### src/rtl/adder4.sv
// Registered WIDTH-bit ripple-carry adder: {cout,S} = A + B + cin, plus signed overflow.
// One full-adder instance per bit; results land in output registers one cycle after capture.

module adder4_fa (
  input  logic a,
  input  logic b,
  input  logic ci,
  output logic s,
  output logic co
);
  logic p;

  assign p  = a ^ b;
  assign s  = p ^ ci;
  assign co = (a & b) | (ci & p);
endmodule

module adder4 #(
  parameter int WIDTH = 4
) (
  input  logic             clk,
  input  logic             rst,
  input  logic             in_valid,
  input  logic [WIDTH-1:0] A,
  input  logic [WIDTH-1:0] B,
  input  logic             cin,
  output logic [WIDTH-1:0] S,
  output logic             cout,
  output logic             ovf,
  output logic             out_valid
);
  localparam int STAGES = 1;

  typedef struct packed {
    logic [WIDTH-1:0] s;
    logic             cout;
    logic             ovf;
  } res_t;

  logic [WIDTH:0]   c;
  logic [WIDTH-1:0] sum;
  res_t             core;
  res_t             res_q;
  logic             vld_q;
  logic [STAGES:0]  vld_pipe;

  assign c[0] = cin;

  generate
    for (genvar i = 0; i < WIDTH; i++) begin : g_bit
      adder4_fa u_fa (
        .a  (A[i]),
        .b  (B[i]),
        .ci (c[i]),
        .s  (sum[i]),
        .co (c[i+1])
      );
    end
  endgenerate

  // Signed overflow: carry into the MSB disagrees with carry out of it.
  always_comb begin
    core      = '0;
    core.s    = sum;
    core.cout = c[WIDTH];
    core.ovf  = c[WIDTH] ^ c[WIDTH-1];
  end

  // Results only load on a valid beat, so garbage on idle inputs never reaches S/cout/ovf.
  always_ff @(posedge clk) begin
    if (rst)           res_q <= '0;
    else if (in_valid) res_q <= core;
  end

  always_ff @(posedge clk) begin
    if (rst) vld_q <= 1'b0;
    else     vld_q <= vld_pipe[0];
  end

  assign vld_pipe  = {vld_q, in_valid};

  assign S         = res_q.s;
  assign cout      = res_q.cout;
  assign ovf       = res_q.ovf;
  assign out_valid = vld_pipe[STAGES];
endmodule

### config.mk
export PLATFORM = sky130hd
export DESIGN_NAME = adder4
export DESIGN_NICKNAME = d
export VERILOG_FILES = /design/src/rtl/adder4.sv
export SDC_FILE = /design/constraint.sdc
export NUM_CORES = 1
export LEC_CHECK = 0
export CELL_PAD_IN_SITES_DETAIL_PLACEMENT = 1
export CELL_PAD_IN_SITES_GLOBAL_PLACEMENT = 1
export CORE_AREA = 8 8 45 47
export CTS_CLUSTER_DIAMETER = 60
export DETAILED_ROUTE_END_ITERATION = 8
export DIE_AREA = 0 0 53 55
export MAX_ROUTING_LAYER = met4
export PLACE_DENSITY = 0.82
export SYNTH_ARGS = -nofsm -noshare
export SYNTH_HDL_FRONTEND = slang
export SYNTH_SLANG_ARGS = --single-unit
### constraint.sdc
create_clock -name clk -period 4.58 [get_ports clk]
set_input_delay 1.145 -clock clk [delete_from_list [all_inputs] [get_ports clk]]
set_output_delay 1.145 -clock clk [all_outputs]
set_load 0.05 [all_outputs]
==> out/qor.yml <==
cells_and_area:
  stdcell_area_um2: 577
  multiInputGateArea_um2: 184
  fill_cells: 165
  regArea_um2: 140
  area_growth_pct: 59.5
  antenna_cells: 0
  nets: 71
  drive_above_1_share_pct: 11.1
cts:
  ctsResizeCount: 0
  clock-sinks: 7
  clockRootBuffer: "clkbuf_4"
  cts_tree: "yes"
  cts_hold_repair.buffers: 0
  clk_pin_slew_ns: 0.05
  post_cts_buffers: 0
  numCtsBuffers: 3
  insertion_delay_ns: 0.24
  clock_path_buffers: 2
  h-tree-depth: 1
grt:
  first_global_vias: 348
  grt_overflow: 0
  grt_pass1_wl_um: 1410
  grt_start_max_net_pins: 11
  antenna_found_initial: 0
  grt_use_total_pct: 7.18
setup_path:
  worstSetupPathType: "in -> reg"
  path_common_cell: "fa_1"
  endpoint_kind: "flop"
  worstPathRequired_ns: 4.74
  crit_buf_inv: 4
  cp_top_family: "adder cells"
  crit_path_top_delay_cell: "clkdlybuf4s50_1"
  crit_fanout: 2
  cp_slowest_stage_delay_ns: 0.43
  cp-start-kind: "primary input"
  cp_cell_sequence: "clkdlybuf4s50_1, fa_1, inv_1, fa_1, inv_1, fa_1, inv_1, fa_1, a211oi_1"
  cp.arrival_ns: 3.40
pwr:
  leakage_nw: 0.252
  power_density_nw_per_um2: 320
  vdd_drop_max_mv: 0.105
drt:
  wl_per_cell_um: 11.7
  ant_nets: 0
  num_vias: 294
  drt_iter0_markers: 4
  route.detailed.drc: 0
  routed_wl_um: 822
  vias_per_cell: 4.20
  dr.pass1.iters: 4
floorplanning:
  pin_count: 19
  die_h_um: 55
  std_cell_rows: 14
  start_util_pct: 26.1
  die-area_um2: 2920
  die-width_um: 53
  coreArea_um2: 1380
yosys:
  synth_seq_cells: 7
  synth_xor_area_share_pct: 2.42
  synth.distinct_cells: 12
  ys_seq_area_share_pct: 38.8
  syn_avg_cell_area_um2: 11.0
  synth_fp_nets: 49
  yosysWarnings: 0
  synth_simple_gate_area_share_pct: 12.5
  synth_compound_area_share_pct: 8.30
  synth.cell_area_um2: 362
  synth_top_family_by_area: "adder cells"
  syn_inst: 33
  muxShareOfSynthArea_pct: 5.54
  synthAdderAreaFrac_pct: 22.1
sta:
  slew_violations: 0
  maxSlewHeadroom_pct: 66.5
  hold_ws_ns: 0.480
  finClkSkew_ns: 0
  clock.fmax_mhz: 309
  rsz0062_at_grt: "no"
  final.setup.tns_ns: 0
  finalCritPeriodShare_pct: 70.7
  tightest_slew_ns: 0.500
  hold_viol_final: 0
  post-route-min-period_ns: 3.24
  finalSetupViolations: 0
status:
  status: "complete, no violations"
place:
  io_buffers: 18
  gp_congestion: 0.651
  placed_area_um2: 551
  hpwl_um: 702
job:
  maxCapViolations: 0
worst_hold_path:
  hold_path_class: "reg -> reg"
[per-layer routing]
| layer | GRT usage (%) | vias to the layer above | wire length (um) |
|---|---|---|---|
| li1 | - | 145 | - |
| met1 | 4.92 | 140 | 275 |
| met2 | 12.9 | 9 | 467 |
| met3 | 4.55 | 0 | 79 |
| met4 | 5.17 | 0 | 0 |
| met5 | - | - | 0 |
[sequential cells by signal, summed over array words and instances (netlist names)]
signal and count:
S 4, cout 1, out_valid 1, ovf 1
[power by group]
part           internal [mW]  switching [mW]
clock network         0.0331          0.0201
logic                 0.0271          0.0346
registers             0.0667         0.00286
[per-stage QoR]
step / std cells / utilization, % / setup WS, ns / power (mW)
3_3_place_gp: 66 / 39.8 / 1.14 / 0.131
5_1_grt: 70 / 41.7 / 1.25 / 0.198
3_5_place_dp: 66 / 39.8 / 1.07 / 0.134
2_1_floorplan: 33 / - / 1.64 / 0.108
4_1_cts: 70 / 41.7 / 1.33 / 0.190
6_report: 70 / 41.7 / 1.34 / 0.185
[layout by cell type, fill, tap and decap left out]
cell type	count
nor2_1	3
nor2_2	2
nor3b_1	1
mux2i_1	2
a211oi_1	3
inv_1	7
clkdlybuf4s50_1	18
dfxtp_1	7
xnor2_1	1
nor2b_4	1
clkbuf_1	1
a21o_1	1
fa_1	4
clkbuf_4	3
[synth_stat cells]
| library cell | instances | area share [%] |
|---|---|---|
| dfxtp_1 | 7 | 39 |
| inv_1 | 7 | 7.3 |
| fa_1 | 4 | 22 |
| a211oi_1 | 3 | 6.2 |
| nor2_1 | 3 | 3.1 |
| mux2i_1 | 2 | 5.5 |
| nor2_2 | 2 | 3.5 |
| a21o_1 | 1 | 2.1 |
| buf_6 | 1 | 3.1 |
| nor2b_4 | 1 | 3.8 |
| nor3b_1 | 1 | 2.1 |
| xnor2_1 | 1 | 2.4 |
[layout make-up]
type                    instances  share of cell area (%)
inverters                       7                    4.56
multi-input cells              18                    31.9
well taps                      16                    3.47
clock buffers                   4                    4.56
flip-flops and latches          7                    24.3
repair buffers                 18                    31.2
[tightest hold or removal path: stages (launching register included)]
cell	delay, ns
dfxtp_1	0.31
nor2_2	0.07
a211oi_1	0.05
[cell families after synthesis]
group,Yosys count
buffers and inverters,8
and+or+nand+nor,7
DFF,7
AOI/OAI and AO/OA,4
adders and majority gates,4
muxes,2
xor gates and xnor gates,1
[worst paths after layout]
path                     startpoint                end  slack, ns  depth (start not counted)
setup / recovery               A[0]  S[3]$_SDFFE_PP0P_       1.34                          9
hold / removal    S[3]$_SDFFE_PP0P_  S[3]$_SDFFE_PP0P_       0.48                          2
setup reg to reg   ovf$_SDFFE_PP0P_   ovf$_SDFFE_PP0P_       3.88                          2
hold reg to reg   S[3]$_SDFFE_PP0P_  S[3]$_SDFFE_PP0P_       0.48                          2
(Power assumes the default switching activity.)
